==> config.mk <==
export PLATFORM = sky130hd
export DESIGN_NAME = ws281x_decode_flat
export DESIGN_NICKNAME = d
export VERILOG_FILES = /design/src/rtl/ws281x_pkg.sv /design/src/rtl/ws281x_decode_if.sv /design/src/rtl/ws281x_sync.sv /design/src/rtl/ws281x_decode.sv /design/src/flat_wrapper.sv
export SDC_FILE = /design/constraint.sdc
export NUM_CORES = 1
export LEC_CHECK = 0
export ABC_AREA = 1
export CAP_MARGIN = 25
export CORE_AREA = 2 2 88 90
export CTS_BUF_LIST = sky130_fd_sc_hd__clkbuf_4
export DETAILED_ROUTE_END_ITERATION = 8
export DIE_AREA = 0 0 90 92
export GPL_TIMING_DRIVEN = 0
export PLACE_DENSITY_LB_ADDON = 0.05
export REMOVE_ABC_BUFFERS = 1
export SKIP_LAST_GASP = 1
export SLEW_MARGIN = 20
export SYNTH_ARGS = -nofsm -noshare
export SYNTH_HDL_FRONTEND = slang
export SYNTH_SLANG_ARGS = --single-unit
==> constraint.sdc <==
create_clock -name clk_i -period 2 [get_ports clk_i]
set_input_delay 0.2 -clock clk_i [delete_from_list [all_inputs] [get_ports clk_i]]
set_output_delay 0.2 -clock clk_i [all_outputs]
set_load 0.005 [all_outputs]
==> src/rtl/ws281x_pkg.sv <==
// Shared types and counter widths for the WS281x receive path.
package ws281x_pkg;
    localparam int HCNT_W = 8;
    localparam int LCNT_W = 16;

    typedef enum logic [1:0] {SYNC, IDLE, HIGH, LOW} ws281x_rx_state_t;
endpackage

==> src/rtl/ws281x_decode_if.sv <==
// Decoded-byte output bundle of the WS281x receiver.
interface ws281x_decode_if;
    // byte_vld_o, frame_end_o and err_o are single-cycle valid strobes with no
    // ready: the consumer must take every pulse, byte_data_o holds between bytes.
    logic       byte_vld_o;
    logic [7:0] byte_data_o;
    logic       frame_end_o;
    logic       err_o;

    modport master (output byte_vld_o, byte_data_o, frame_end_o, err_o);
    modport slave  (input  byte_vld_o, byte_data_o, frame_end_o, err_o);
endinterface

==> src/rtl/ws281x_sync.sv <==
// Two-flop synchronizer plus history flop for an asynchronous pin, with edge strobes.
module ws281x_sync (
    input  logic clk_i,
    input  logic rst_i,
    input  logic din_i,
    output logic level_o,
    output logic rise_o,
    output logic fall_o
);
    logic s1, s2, s3;

    always_ff @(posedge clk_i or posedge rst_i) begin
        if (rst_i) begin
            s1 <= 1'b0;
            s2 <= 1'b0;
            s3 <= 1'b0;
        end else begin
            s1 <= din_i;
            s2 <= s1;
            s3 <= s2;
        end
    end

    assign level_o = s2;
    assign rise_o  = s2 & ~s3;
    assign fall_o  = ~s2 & s3;
endmodule

==> src/rtl/ws281x_decode.sv <==
// WS281x NRZ receiver: classifies high pulses by width, packs bits MSB-first,
// flags frame resets (long low) and protocol errors.
module ws281x_decode
    import ws281x_pkg::*;
(
    input  logic                  clk_i,
    input  logic                  rst_i,
    input  logic                  din_i,
    input  logic [HCNT_W-1:0]     thr_cnt_i,
    input  logic [HCNT_W-1:0]     max_cnt_i,
    input  logic [LCNT_W-1:0]     rst_cnt_i,
    ws281x_decode_if.master       out_if,
    output ws281x_rx_state_t      state_o
);
    logic level, rise, fall;

    ws281x_sync u_sync (
        .clk_i   (clk_i),
        .rst_i   (rst_i),
        .din_i   (din_i),
        .level_o (level),
        .rise_o  (rise),
        .fall_o  (fall)
    );

    ws281x_rx_state_t  state_q, state_d;
    logic [HCNT_W-1:0] hcnt_q, hcnt_d, hcnt_inc;
    logic [LCNT_W-1:0] lcnt_q, lcnt_d, lcnt_inc, rst_lim;
    logic [2:0]        bit_idx_q, bit_idx_d;
    logic [7:0]        sh_q, sh_d, data_q, data_d;
    logic              vld_q, vld_d, fe_q, fe_d, err_q, err_d;
    logic              bit_now;

    assign hcnt_inc = (hcnt_q == '1) ? hcnt_q : hcnt_q + HCNT_W'(1);
    assign lcnt_inc = (lcnt_q == '1) ? lcnt_q : lcnt_q + LCNT_W'(1);
    assign rst_lim  = (rst_cnt_i == '0) ? LCNT_W'(1) : rst_cnt_i;
    assign bit_now  = (hcnt_q >= thr_cnt_i);

    always_comb begin
        state_d   = state_q;
        hcnt_d    = hcnt_q;
        lcnt_d    = lcnt_q;
        bit_idx_d = bit_idx_q;
        sh_d      = sh_q;
        data_d    = data_q;
        vld_d     = 1'b0;
        fe_d      = 1'b0;
        err_d     = 1'b0;
        case (state_q)
            SYNC: begin
                bit_idx_d = '0;
                if (lcnt_q == rst_lim) state_d = IDLE;
                else if (level)        lcnt_d  = '0;
                else                   lcnt_d  = lcnt_inc;
            end
            IDLE: begin
                if (rise) begin
                    state_d = HIGH;
                    hcnt_d  = HCNT_W'(1);
                end
            end
            HIGH: begin
                // Overlong check wins over a coincident fall; hcnt saturation
                // means max_cnt_i = 255 can never trip it.
                if (hcnt_q > max_cnt_i) begin
                    err_d     = 1'b1;
                    bit_idx_d = '0;
                    lcnt_d    = '0;
                    state_d   = SYNC;
                end else if (fall) begin
                    sh_d      = {sh_q[6:0], bit_now};
                    bit_idx_d = bit_idx_q + 3'd1;
                    if (bit_idx_q == 3'd7) begin
                        data_d = {sh_q[6:0], bit_now};
                        vld_d  = 1'b1;
                    end
                    lcnt_d  = LCNT_W'(1);
                    state_d = LOW;
                end else begin
                    hcnt_d = hcnt_inc;
                end
            end
            LOW: begin
                if (lcnt_q == rst_lim) begin
                    fe_d    = 1'b1;
                    state_d = IDLE;
                    if (bit_idx_q != 3'd0) begin
                        err_d     = 1'b1;
                        bit_idx_d = '0;
                    end
                end else if (rise) begin
                    state_d = HIGH;
                    hcnt_d  = HCNT_W'(1);
                end else begin
                    lcnt_d = lcnt_inc;
                end
            end
            default: state_d = SYNC;
        endcase
    end

    always_ff @(posedge clk_i or posedge rst_i) begin
        if (rst_i) begin
            state_q   <= SYNC;
            hcnt_q    <= '0;
            lcnt_q    <= '0;
            bit_idx_q <= '0;
            sh_q      <= '0;
            data_q    <= '0;
            vld_q     <= 1'b0;
            fe_q      <= 1'b0;
            err_q     <= 1'b0;
        end else begin
            state_q   <= state_d;
            hcnt_q    <= hcnt_d;
            lcnt_q    <= lcnt_d;
            bit_idx_q <= bit_idx_d;
            sh_q      <= sh_d;
            data_q    <= data_d;
            vld_q     <= vld_d;
            fe_q      <= fe_d;
            err_q     <= err_d;
        end
    end

    assign out_if.byte_vld_o  = vld_q;
    assign out_if.byte_data_o = data_q;
    assign out_if.frame_end_o = fe_q;
    assign out_if.err_o       = err_q;
    assign state_o            = state_q;
endmodule
==> src/flat_wrapper.sv <==
// flat-port wrapper written by rule: the top's interface ports become plain ports
module ws281x_decode_flat import ws281x_pkg::*;
  (clk_i, rst_i, din_i, thr_cnt_i, max_cnt_i, rst_cnt_i, state_o, out_if_byte_vld_o, out_if_byte_data_o, out_if_frame_end_o, out_if_err_o);
  ws281x_decode_if out_if_i ();
  input  logic clk_i;
  input  logic rst_i;
  input  logic din_i;
  input  logic [HCNT_W-1:0] thr_cnt_i;
  input  logic [HCNT_W-1:0] max_cnt_i;
  input  logic [LCNT_W-1:0] rst_cnt_i;
  output ws281x_rx_state_t state_o;
  output wire logic [$bits(out_if_i.byte_vld_o)-1:0] out_if_byte_vld_o;
  output wire logic [$bits(out_if_i.byte_data_o)-1:0] out_if_byte_data_o;
  output wire logic [$bits(out_if_i.frame_end_o)-1:0] out_if_frame_end_o;
  output wire logic [$bits(out_if_i.err_o)-1:0] out_if_err_o;
  assign out_if_byte_vld_o = out_if_i.byte_vld_o;
  assign out_if_byte_data_o = out_if_i.byte_data_o;
  assign out_if_frame_end_o = out_if_i.frame_end_o;
  assign out_if_err_o = out_if_i.err_o;
  ws281x_decode u_core (.clk_i(clk_i), .rst_i(rst_i), .din_i(din_i), .thr_cnt_i(thr_cnt_i), .max_cnt_i(max_cnt_i), .rst_cnt_i(rst_cnt_i), .out_if(out_if_i), .state_o(state_o));
endmodule
==> out/qor.csv <==
stage,metric,value,unit
run_status,status,"complete, but fails checks",
run_status,violations,negative setup slack,
synth,async_flop_share,100,%
setup_path,critPathArrivalTime,2.32,ns
clocking,cts_root_buf,clkbuf_4,
grt,grt_pass1_wl,15.1,mm
floorplan,die_h,92,µm
setup_path,worstSetupStartpoint,u_core.hcnt_q[7],
grt,grt_max_degree,32,
synth,synth_cell_types,29,
sta,max_slew.worst_pin.slew,0.689,ns
synth,yosysSeqAreaShare,35.1,%
place,place_ws,-1.07,ns
floorplan,initial_core_util,47.8,%
route,drtIter0Drc,114,
route,drcViolationCount,0,
job,cap_violations,0,
setup_path,criticalPathCategory,reg2reg,
sta,fin_crit_sh,101,%
grt,track_usage,22.6,%
setup_path,path_cells,ha_4 -> a21oi_2 -> o21a_1 -> nand2_2 -> nand2_2 -> nand2_4 -> o21ai_4 -> nor2_4 -> buf_12 -> clkbuf_16 -> nand3_2 -> nand2_1,
sta,setup_violations,7,
setup_path,cp-endpoint,u_core.lcnt_q[12],
synth,ys_warn_count,0,
setup_path,crit_slowest_cell,dfrtp_1,
synth,synth_top_area_cell,dfrtp_1,
final_layout,nets,641,
sta,fin_ws,-0.0130,ns
floorplan,ios,48,
route,avgRoutedWirePerCell,14.1,µm
setup_path,crit_top_cell,nand2_2,
clocking,worstSkewPairLatency,0.39,ns
sta,fin_skew,0.0272,ns
synth,synth-main-ff-cell,dfrtp_1,
sta,max_freq,0.497,GHz
route,drtAntennaViolNets,0,
final_layout,num_antenna_cells,0,
place,gp_congestion,0.949,
clocking,h-tree-depth,2,
final_layout,drive_gt1_share,20.3,%
grt,antenna_found_initial,0,
synth,synthTopCellsByArea,"dfrtp_1, nand2_1, ha_1, nand3_1, inv_1",
sta,rsz0062_at_grt,true,
clocking,cts_tree,yes,
synth,avgSynthCellArea,7.00,µm²
min_path,hp-class,in2async,
sta,whs,0.202,ns
clocking,path_clk_slew,0.18,ns
synth,synth_top_area_share,35.1,%
place,io_buffers,47,
setup_path,path_max_fanout,8,
synth,synthesis.instances,509,
grt,grt_pass1_vias,3236,
synth,synth.cell_area,3560,µm²
pwr,power.leakage,2.37,nW
setup_path,rrSetupSlack,-0.01,ns
floorplan,num_rows,32,
clocking,cts_hold_buf,0,
pwr,pwr_density_cell,802,nW/µm²
sta,max_slew_margin,54.0,%
place,hpwlAfterDp,6.53,mm
clocking,cts_buffer_depth,2,
route,wirelength,9.72,mm
synth,synth_seq_cells,50,
synth,synth_edf_count,0,
synth,synthMostInstantiatedCell,nand2_1,
sta,finalHoldViolations,0,
clocking,numCtsBuffers,5,
synth,synth_common_cells,"nand2_1, inv_1, dfrtp_1, nor2_1, nand3_1",
final_layout,syn_to_final_growth,36.3,%
route,vias_per_cell,5.14,
setup_path,critPathLaunchType,flip-flop,
final_layout,fill_cells,681,
grt,grt-ovfl-total,0,
sta,maxSlewViolCount,0,
sta,fin_crit,2.01,ns
setup_path,critPathCaptureType,flip-flop,
floorplan,die-area,8280,µm²
floorplan,core,7450,µm²
route,vias,3533,
setup_path,cp.required,2.31,ns
floorplan,die_x,90,µm
setup_path,r2r_cells,12,
setup_path,slowest_delay,0.45,ns
setup_path,r2r_start,u_core.hcnt_q[7],
setup_path,r2r_end,u_core.lcnt_q[12],
pwr,ir_worst_vdd,0.588,mV
clocking,numClockSinks,50,
route,dr.pass1.iters,5,
-- worst max-delay path, delay by kind of cell (launching register included) --
family | cells | cell delay (ns)
compound gates | 3 | 0.50
fa+ha+maj | 1 | 0.27
buf+inv | 2 | 0.30
flops | 1 | 0.45
simple gates | 6 | 0.41
-- per-stage QoR --
step / instance area, µm² / instances / setup TNS [ns] / util, % / power (mW)
after floorplan: 3490 / 495 / -1.93 / - / 2.16
after detailed placement: 4120 / 645 / -35.50 / 55.3 / 2.63
final: 4850 / 688 / -0.0275 / 65.2 / 3.89
after CTS: 4400 / 670 / 0 / 59.1 / 3.37
after global routing: 4850 / 688 / -1.10 / 65.2 / 4.17
after global placement: 4090 / 644 / -55.06 / 54.9 / 2.59
-- cell families (layout without fill, tap and decap cells) --
family	after synthesis	after routing	share of synthesized area, %
compound gates	37	37	5.62
flops	50	50	35.1
simple gates	298	299	36.5
xor+xnor	29	29	7.13
fa+ha+maj	21	21	7.38
buf+inv	74	150	8.22
-- layer usage --
layer,up-vias,share of wire [%],track usage (%)
met1,1635,44,28.1
met4,0,2.9,8.33
li1,1789,-,-
met5,-,0,0
met2,87,49,40.2
met3,22,4.1,2.96
-- sequential cells by signal (all words and copies together), names as in the netlist --
name,cells
u_core.out_if.frame_end_o,1
u_core.u_sync.s3,1
u_core.out_if.byte_data_o,8
u_core.lcnt_q,16
u_core.out_if.byte_vld_o,1
u_core.bit_idx_q,3
u_core.state_o,2
u_core.u_sync.level_o,1
u_core.sh_q,7
u_core.out_if.err_o,1
u_core.u_sync.s1,1
u_core.hcnt_q,8
-- where the power goes --
part | internal, mW | total (mW) | leakage (nW) | switching, mW
registers | 1.17 | 1.35 | 0.661 | 0.175
clock network | 0.150 | 0.530 | 0.0362 | 0.381
logic | 0.870 | 2.02 | 1.67 | 1.15
total | 2.19 | 3.89 | 2.37 | 1.70
-- how the worst min path moves through the flow --
stage	start	endpoint	slack (ns)	cells after the start
after CTS	rst_i	u_core.sh_q[4]	0.23	2
after floorplan	din_i	u_core.u_sync.s1	0.23	0
after global routing	din_i	u_core.u_sync.s1	0.24	1
final	rst_i	u_core.out_if.byte_data_o[4]	0.20	2
after detailed placement	u_core.u_sync.s1	u_core.u_sync.level_o	0.35	0
after global placement	u_core.u_sync.s1	u_core.u_sync.level_o	0.33	0
-- cell type report --
cell class / count / area, µm² / area share [%]
clock buffer: 5 / 37.5 / 0.773
sequential: 50 / 1260 / 26.0
multi-input combinational: 386 / 2370 / 48.9
tap: 102 / 128 / 2.63
timing repair buffer: 82 / 796 / 16.4
inverter: 60 / 233 / 4.80
clock inverter: 3 / 26.3 / 0.541
-- layout by cell type (no fill, tap or decap), drive strengths merged, types with 2 or more instances in the layout --
master and count:
nand3b 3, xnor2 12, clkdlybuf4s50 47, dfrtp 50, nand3 45, inv 60, clkinvlp 2, nand4 20
nor2 48, xor2 17, buf 34, nand2 171, clkbuf 6, a21oi 8, o21ai 25, nor3 9
nor3b 2, ha 21
-- timing repair --
action	4_1_cts	5_1_grt
setup buffers	17	16
endpoints found under the setup margin	45	40
gates cloned	0	2
resized for setup	23	64
pin swaps	6	26
Power figures use the tool's default switching activity.
